===== config.mk =====
export PLATFORM = sky130hd
export DESIGN_NAME = fluid_payment_dispense
export DESIGN_NICKNAME = d
export VERILOG_FILES = /design/src/rtl/fluid_payment_dispense.sv
export SDC_FILE = /design/constraint.sdc
export NUM_CORES = 1
export LEC_CHECK = 0
export ABC_CLOCK_PERIOD_IN_PS = 3300
export CAP_MARGIN = 20
export CORE_AREA = 2 2 122 124
export CTS_BUF_LIST = sky130_fd_sc_hd__clkbuf_4 sky130_fd_sc_hd__clkbuf_8
export DETAILED_ROUTE_END_ITERATION = 12
export DIE_AREA = 0 0 124 126
export DONT_BUFFER_PORTS = 1
export MAX_ROUTING_LAYER = met4
export SYNTH_ARGS = -nofsm -noshare
export SYNTH_HDL_FRONTEND = slang
export SYNTH_SLANG_ARGS = --single-unit
export TNS_END_PERCENT = 20

===== constraint.sdc =====
create_clock -name clk -period 3.3 [get_ports clk]
set_input_delay 0.825 -clock clk [delete_from_list [all_inputs] [get_ports clk]]
set_output_delay 0.825 -clock clk [all_outputs]
set_load 0.05 [all_outputs]

===== src/rtl/fluid_payment_dispense.sv =====
// Payment and dispense stage: collects coin credit for one priced order, runs the valve
// one litre per FLOW_CYCLES, then settles with a one-cycle done pulse carrying change or refund.
module fluid_payment_dispense #(
    parameter int FLOW_CYCLES    = 4,
    parameter int TIMEOUT_CYCLES = 64
) (
    input  logic        clk,
    input  logic        reset,
    input  logic        order_valid,
    output logic        order_ready,
    input  logic [1:0]  order_fluid,
    input  logic [7:0]  order_volume,
    input  logic [15:0] order_price,
    input  logic        order_restock,
    input  logic        coin_valid,
    input  logic [7:0]  coin_value,
    output logic        coin_ready,
    input  logic        cancel,
    output logic        valve_open,
    output logic [1:0]  valve_sel,
    output logic [7:0]  liters_done,
    output logic        done,
    output logic        change_valid,
    output logic [15:0] change_amount,
    output logic [1:0]  status
);

    localparam int FW = (FLOW_CYCLES > 1) ? $clog2(FLOW_CYCLES) : 1;
    localparam int TW = $clog2(TIMEOUT_CYCLES + 1);
    localparam logic [FW-1:0] FLOW_LAST   = FW'(FLOW_CYCLES - 1);
    localparam logic [TW-1:0] TIMEOUT_MAX = TW'(TIMEOUT_CYCLES);

    typedef enum logic [1:0] {
        S_IDLE,
        S_PAY,
        S_DISPENSE,
        S_SETTLE
    } state_t;

    typedef enum logic [1:0] {
        ST_OK      = 2'b00,
        ST_REFUSED = 2'b01,
        ST_TIMEOUT = 2'b10,
        ST_CANCEL  = 2'b11
    } status_t;

    state_t        state_q,  state_d;
    status_t       status_q, status_d;
    logic [1:0]    fluid_q,  fluid_d;
    logic [7:0]    volume_q, volume_d;
    logic [15:0]   price_q,  price_d;
    logic [15:0]   credit_q, credit_d;
    logic [TW-1:0] timer_q,  timer_d;
    logic [FW-1:0] flow_q,   flow_d;
    logic [7:0]    liters_q, liters_d;
    logic [15:0]   change_q, change_d;

    logic [16:0]   credit_sum;
    logic [15:0]   coin_credit;

    // Credit after this cycle's coin, saturating so a long run of coins never wraps to a small value.
    assign credit_sum  = {1'b0, credit_q} + {9'b0, coin_value};
    assign coin_credit = !coin_valid    ? credit_q :
                         credit_sum[16] ? 16'hFFFF : credit_sum[15:0];

    // NOTE: every next-state variable takes its hold value first, so no path through the case can infer a latch.
    always_comb begin
        state_d  = state_q;
        status_d = status_q;
        fluid_d  = fluid_q;
        volume_d = volume_q;
        price_d  = price_q;
        credit_d = credit_q;
        timer_d  = timer_q;
        flow_d   = flow_q;
        liters_d = liters_q;
        change_d = change_q;

        case (state_q)
            S_IDLE: begin
                if (order_valid) begin
                    fluid_d  = order_fluid;
                    volume_d = order_volume;
                    price_d  = order_price;
                    credit_d = '0;
                    timer_d  = '0;
                    flow_d   = '0;
                    liters_d = '0;
                    if (order_restock || order_volume == 8'd0) begin
                        state_d  = S_SETTLE;
                        status_d = ST_REFUSED;
                        change_d = '0;
                    end else begin
                        state_d = S_PAY;
                    end
                end
            end
            S_PAY: begin
                credit_d = coin_credit;
                timer_d  = coin_valid ? '0 : timer_q + TW'(1);
                if (cancel) begin
                    state_d  = S_SETTLE;
                    status_d = ST_CANCEL;
                    change_d = coin_credit;
                end else if (credit_q >= price_q) begin
                    state_d = S_DISPENSE;
                    flow_d  = '0;
                end else if (!coin_valid && (timer_q + TW'(1)) == TIMEOUT_MAX) begin
                    state_d  = S_SETTLE;
                    status_d = ST_TIMEOUT;
                    change_d = credit_q;
                end
            end
            S_DISPENSE: begin
                if (flow_q == FLOW_LAST) begin
                    flow_d   = '0;
                    liters_d = liters_q + 8'd1;
                    if (liters_q + 8'd1 == volume_q) begin
                        state_d  = S_SETTLE;
                        status_d = ST_OK;
                        change_d = credit_q - price_q;
                    end
                end else begin
                    flow_d = flow_q + FW'(1);
                end
            end
            default: state_d = S_IDLE;
        endcase
    end

    // NOTE: state registers use non-blocking assignments so every flop samples the pre-edge values.
    always_ff @(posedge clk or posedge reset) begin
        if (reset) begin
            state_q  <= S_IDLE;
            status_q <= ST_OK;
            fluid_q  <= '0;
            volume_q <= '0;
            price_q  <= '0;
            credit_q <= '0;
            timer_q  <= '0;
            flow_q   <= '0;
            liters_q <= '0;
            change_q <= '0;
        end else begin
            state_q  <= state_d;
            status_q <= status_d;
            fluid_q  <= fluid_d;
            volume_q <= volume_d;
            price_q  <= price_d;
            credit_q <= credit_d;
            timer_q  <= timer_d;
            flow_q   <= flow_d;
            liters_q <= liters_d;
            change_q <= change_d;
        end
    end

    // Outputs decode from state so a reset closes the valve without waiting for a clock edge.
    assign order_ready   = (state_q == S_IDLE);
    assign coin_ready    = (state_q == S_PAY);
    assign valve_open    = (state_q == S_DISPENSE);
    assign valve_sel     = (state_q == S_DISPENSE) ? fluid_q : 2'b00;
    assign done          = (state_q == S_SETTLE);
    assign change_valid  = (state_q == S_SETTLE);
    assign change_amount = (state_q == S_SETTLE) ? change_q : 16'd0;
    assign liters_done   = liters_q;
    assign status        = status_q;

endmodule


# ---- Yosys cells after proc, flatten, opt, wreduce, memory -nomap -nowiden
# Cells that the tools add are included.
dict set report classes {
  addsub 5
  order_cmp 1
  eq_ne 15
  n_mux 41
  n_reduce_logical 14
}
# op n
set op_table {}
lappend op_table {{16-bit 2-to-1 mux} 11}
lappend op_table {{16-bit case mux with 3 select lines} 1}
lappend op_table {{2-bit 2-to-1 mux} 19}
lappend op_table {{16-bit case mux with 2 select lines} 1}
lappend op_table {{2-bit case mux with 3 select lines} 3}
lappend op_table {{16-bit by 8-bit adder with 17-bit output} 1}
lappend op_table {{16-bit greater-or-equal comparator} 1}
lappend op_table {{8-bit 2-to-1 mux} 2}
lappend op_table {{8-bit case mux with 2 select lines} 1}
lappend op_table {{16-bit subtractor} 1}
lappend op_table {{7-bit 2-to-1 mux} 2}
lappend op_table {{7-bit case mux with 2 select lines} 1}
lappend op_table {{8-bit by 1-bit adder with 8-bit output, second input constant} 1}
lappend op_table {{8-bit equality test} 1}
lappend op_table {{8-bit logical NOT} 1}
lappend op_table {{2-bit by 1-bit != test with 1-bit output, second input constant} 4}
lappend op_table {{4-bit AND reduction} 2}
lappend op_table {{7-bit by 1-bit adder with 7-bit output, second input constant} 1}
lappend op_table {{7-bit equality test, second input constant} 1}
lappend op_table {{7-bit AND reduction} 1}
lappend op_table {{2-bit equality test, second input constant} 3}
lappend op_table {{2-bit != test, second input constant} 2}
lappend op_table {{4-bit by 1-bit != test with 1-bit output, second input constant} 1}
lappend op_table {{2-bit AND reduction} 2}
lappend op_table {{other kinds (11)} 12}
dict set report totals {
  reg_bits 79
  inputBits 40
  word_cells 86
}

# ---- Logic depth before layout (Yosys ltp)
dict set report logic_depth {
  depth_word 7
  depth_mapped 11
  ltp_nobuf 10
}

# ---- Least setup slack after synthesis
# No wires, ideal clock.
dict set report synth_path {
  kind {input port to flip-flop}
  from {in coin_value[0]}
  to {reg change_q[7]}
  arrival_ps 2896
  required_time_ps 3175
  setup_slack_ps 278
  cell_stages 10
  path_buffers 1
  cell_sequence {ha_1 > fa_1 > a21o_1 > nand4_1 > a31oi_1 > and3_1 > clkbuf_1 > o31ai_1 > nand3_1 > mux2_4}
}
dict set report synth_via {
  elab_chain_len 5
}
# item line
set synth_lines {}
lappend synth_lines {{start, declared} 16} ;# input logic [7:0] coin_value,
lappend synth_lines {{16-bit by 8-bit adder with 17-bit output} 62} ;# assign credit_sum = {1'b0, credit_q} + {9'b0, coin_value};
lappend synth_lines {{16-bit 2-to-1 mux} 64} ;# credit_sum[16] ? 16'hFFFF : credit_sum[15:0];
lappend synth_lines {{16-bit 2-to-1 mux} 63} ;# assign coin_credit = !coin_valid ? credit_q :
lappend synth_lines {{16-bit 2-to-1 mux} 101} ;# if (cancel) begin
lappend synth_lines {{16-bit case mux with 3 select lines} 79} ;# case (state_q)
lappend synth_lines {{end signal, assigned} 154} ;# change_q <= change_d;
lappend synth_lines {{end, declared} 56} ;# logic [15:0] change_q, change_d;
# No other way between the ends.
# A chain may end at the register's enable or synchronous reset.

# ---- Worst setup path in the final report
dict set report layout_path {
  from {reg credit_q[0]}
  to {reg change_q[3]}
}
dict set report layout_via {
  elab_chain_len 5
}
# item line
set layout_lines {}
lappend layout_lines {{start, declared} 52} ;# logic [15:0] credit_q, credit_d;
lappend layout_lines {{start signal, assigned} 150} ;# credit_q <= credit_d;
lappend layout_lines {{16-bit by 8-bit adder with 17-bit output} 62}
lappend layout_lines {{16-bit 2-to-1 mux} 64}
lappend layout_lines {{16-bit 2-to-1 mux} 63}
lappend layout_lines {{16-bit 2-to-1 mux} 101}
lappend layout_lines {{16-bit case mux with 3 select lines} 79}
# Parallel ways exist; a longest one is shown, timed or not. The select of a mux whose other input is x is not followed.

==> run summary <==
Status = complete, no violations
Cells after Synth = 624
Async SR Flop Fraction = 1.00
Vias in the first global route = 4603
Leakage power = 2.75 nW
DR vias = 4729
Flop pwr share = 0.275
Worst Setup EP = change_q[3]
PD cells = 924 nW/um^2
Logic gate share of total power = 0.577
GRT overflow = 0
Clock Power Share = 0.148
Post-DRT Antenna Nets = 0
P_int = 3.04 mW
Fillers = 1414
Avg Inst Size Synth = 9.02 um^2
Placed Cells = 804
Port Buf Inserts = 0
Kind of critical path = reg -> reg
Hold Buf Count CTS = 0
Final Hold Viols = 0
First-pass DRT Iterations = 5
Startpoint Class = register
Non-Filler Instances = 820
Slew @ Worst Pin = 711 ps
Top Ports = 73
Crit-path max cell delay = 380 ps
Core Area = 14300 um^2
Crit-path max FO = 18
YS warnings = 0
Setup TNS = 0 ps
Detailed Route WL = 15000 um
H-tree depth = 3
Family with the most delay on the worst path = compound AO/OA/AOI/OAI gates
WP data required = 3560 ps
CTS sink count = 79
Register area share after synthesis = 0.351
RSZ-0062 raised after global routing = no
Slowest CP cell = dfrtp_1
Wirelength per Cell = 18.3 um
Clk Latency, worst-skew pair = 380 ps
CP Launch Point = credit_q[0]
Largest net degree at the start of global routing = 72
Post-CTS setup buffer count = 0
Net Sw Frac = 0.464
Gpl congestion = 0.877
Initial core utilization = 0.393
Cell Chain, Critical Path = inv_1 -> ha_1 -> fa_1 -> nand2b_1 -> a21oi_1 -> o21bai_1 -> a21oi_1 -> o211ai_1 -> nand4_4 -> mux2_2
Worst Path Arrival = 3190 ps
Net Switching = 2.64 mW
Layout cell share with drive strength beyond 1 = 0.151
Initial antenna violation count = 0
Hold Slack = 204 ps
First-pass GRT wire length = 24300 um
P&R area growth vs syn = 9.23%
CTS root buffer = clkbuf_8
Place WS = 154 ps
Max-cap viol count = 0
CTS tree = built
Chip width = 124 um
Setup violators final = 0
Hold Crit Class = in -> async
Synthesized area = 5630 um^2
Slew Limit Fails = 0
Row cnt = 44
Num CTS Buffers = 9
Levels on crit path = 10
PnR worst setup slack = 373 ps
Flop-to-flop setup slack = 370 ps
Worst R2R Start = credit_q[0]
DIE AREA = 15600 um^2
Fmax = 342 MHz
Global Route Usage Sum = 0.207
Post-route minimum period = 2930 ps
Number of synthesized register bits = 79
Peak supply drop = 0.456 mV
WP buf/inv = 1
Crit path top cell by count = a21oi_1
Setup crit end kind = register
Worst-path clk slew = 90 ps
Tcrit/Tclk final = 0.887
N_diodes = 0
EDFF count, synth = 0
Worst clock skew = 13.7 ps
R2R Path End = change_q[3]
Reg2reg path depth = 10
DRC violations left = 0
Clock buffer depth = 2
DR vias/cell = 5.77
Die height = 126 um
HPWL after DPL = 11100 um
Post-CTS sizing = 0
Initial DRC count = 374
Number of library cell types mapped by synthesis = 59
Final net count = 704
Post-synth net total = 697
Post-synth top flop = dfrtp_1
Slew headroom = 0.526
## cells by family after synthesis
| logic type | count (synthesis) | synth area share |
|---|---|---|
| AND/OR/NAND/NOR | 198 | 0.181 |
| AO/OA/AOI/OAI | 173 | 0.200 |
| flip-flops | 79 | 0.351 |
| buffers and inverters | 65 | 0.0476 |
| multiplexers | 53 | 0.108 |
| adder cells (fa/ha/maj) | 33 | 0.0761 |
| XOR/XNOR | 23 | 0.0358 |
## worst register-to-register path: stages (launching register included)
cell and delay [ps]:
dfrtp_1 380, inv_1 70, ha_1 210, fa_1 380
nand2b_1 210, a21oi_1 220, o21bai_1 130, a21oi_1 270
o211ai_1 190, nand4_4 380, mux2_2 390
## sequential cells by signal (all words and copies together), names as in the netlist
| name | count |
|---|---|
| state_q | 2 |
| change_q | 16 |
| credit_q | 16 |
| volume_q | 8 |
| fluid_q | 2 |
| flow_q | 2 |
| liters_done | 8 |
| timer_q | 7 |
| price_q | 16 |
| status | 2 |
## area by class of cell
class | count | area (um^2) | share of cell area
clock buffers | 10 | 131 | 0.0214
repair buffers | 23 | 185 | 0.0301
well taps | 184 | 230 | 0.0375
flip-flops and latches | 79 | 1980 | 0.322
multi-input cells | 480 | 3380 | 0.551
clock inverters | 6 | 93.8 | 0.0153
inverters | 38 | 144 | 0.0234
## layer usage
metal | GRT usage | vias to the layer above | wire length, um
met3 | 0.0353 | 18 | 690
li1 | - | 2251 | -
met1 | 0.288 | 2329 | 7060
met4 | 0.0549 | 0 | 197
met2 | 0.313 | 131 | 7060
met5 | - | - | 0
## stage by stage
step	utilization	area [um^2]	total power [mW]
detailed placement	0.414	5920	4.81
floorplan	-	5630	4.08
global placement	0.414	5920	4.75
CTS	0.429	6140	5.68
finish	0.429	6140	5.68
global route	0.429	6140	6.11
## how the worst min path moves through the flow
stage               slack [ps]        endpoint        from
floorplan                  470      timer_q[6]  timer_q[6]
global placement           480      fluid_q[1]  fluid_q[1]
detailed placement         480      fluid_q[0]  fluid_q[0]
CTS                        190  liters_done[1]       reset
global route               200  liters_done[2]       reset
finish                     200  liters_done[5]       reset
## cell usage in the layout (no fill, tap or decap), types with 10 or more instances in the layout
cell / Yosys / layout
mux2_2: 37 / 37
nand2_1: 53 / 53
nor3_1: 11 / 11
ha_1: 31 / 30
dfrtp_1: 79 / 79
a21oi_1: 36 / 36
xnor2_1: 15 / 15
nand2b_1: 12 / 12
inv_1: 38 / 37
and2_1: 25 / 25
o21a_1: 12 / 12
nor2_1: 42 / 42
mux2i_1: 10 / 10
nand3_1: 14 / 14
buf_4: 4 / 22
o21ai_0: 56 / 56
## power by group through the flow
stage | clock network (mW) | logic, mW | registers [mW]
3_5_place_dp | 0 | 3.24 | 1.58
6_report | 0.841 | 3.28 | 1.56
4_1_cts | 0.864 | 3.26 | 1.56
5_1_grt | 0.897 | 3.61 | 1.60
3_3_place_gp | 0 | 3.18 | 1.57
2_1_floorplan | 0 | 2.57 | 1.50
## synth_stat cells (all sizes together), types with 3 or more instances
cell type,n,area share
o21a,12,0.016
a21oi,36,0.032
nand2,54,0.036
or3,3,0.0033
xor2,8,0.012
buf,5,0.0073
dfrtp,79,0.35
mux2i,10,0.018
xnor2,15,0.023
clkbuf,22,0.015
a211oi,4,0.0053
a31o,3,0.0047
nor2b,3,0.0033
mux2,43,0.090
o211ai,7,0.0093
o21bai,5,0.0067
nor3,11,0.0098
o21ai,56,0.050
and4,6,0.0098
o2111ai,4,0.0062
nand4,10,0.014
inv,38,0.025
ha,31,0.069
nor2,42,0.028
o22ai,3,0.0033
nand2b,12,0.013
a31oi,8,0.0089
nand3,14,0.012
and2,26,0.029
and3,9,0.010
a21o,8,0.011
o31ai,8,0.013
(Power assumes the default switching activity.)
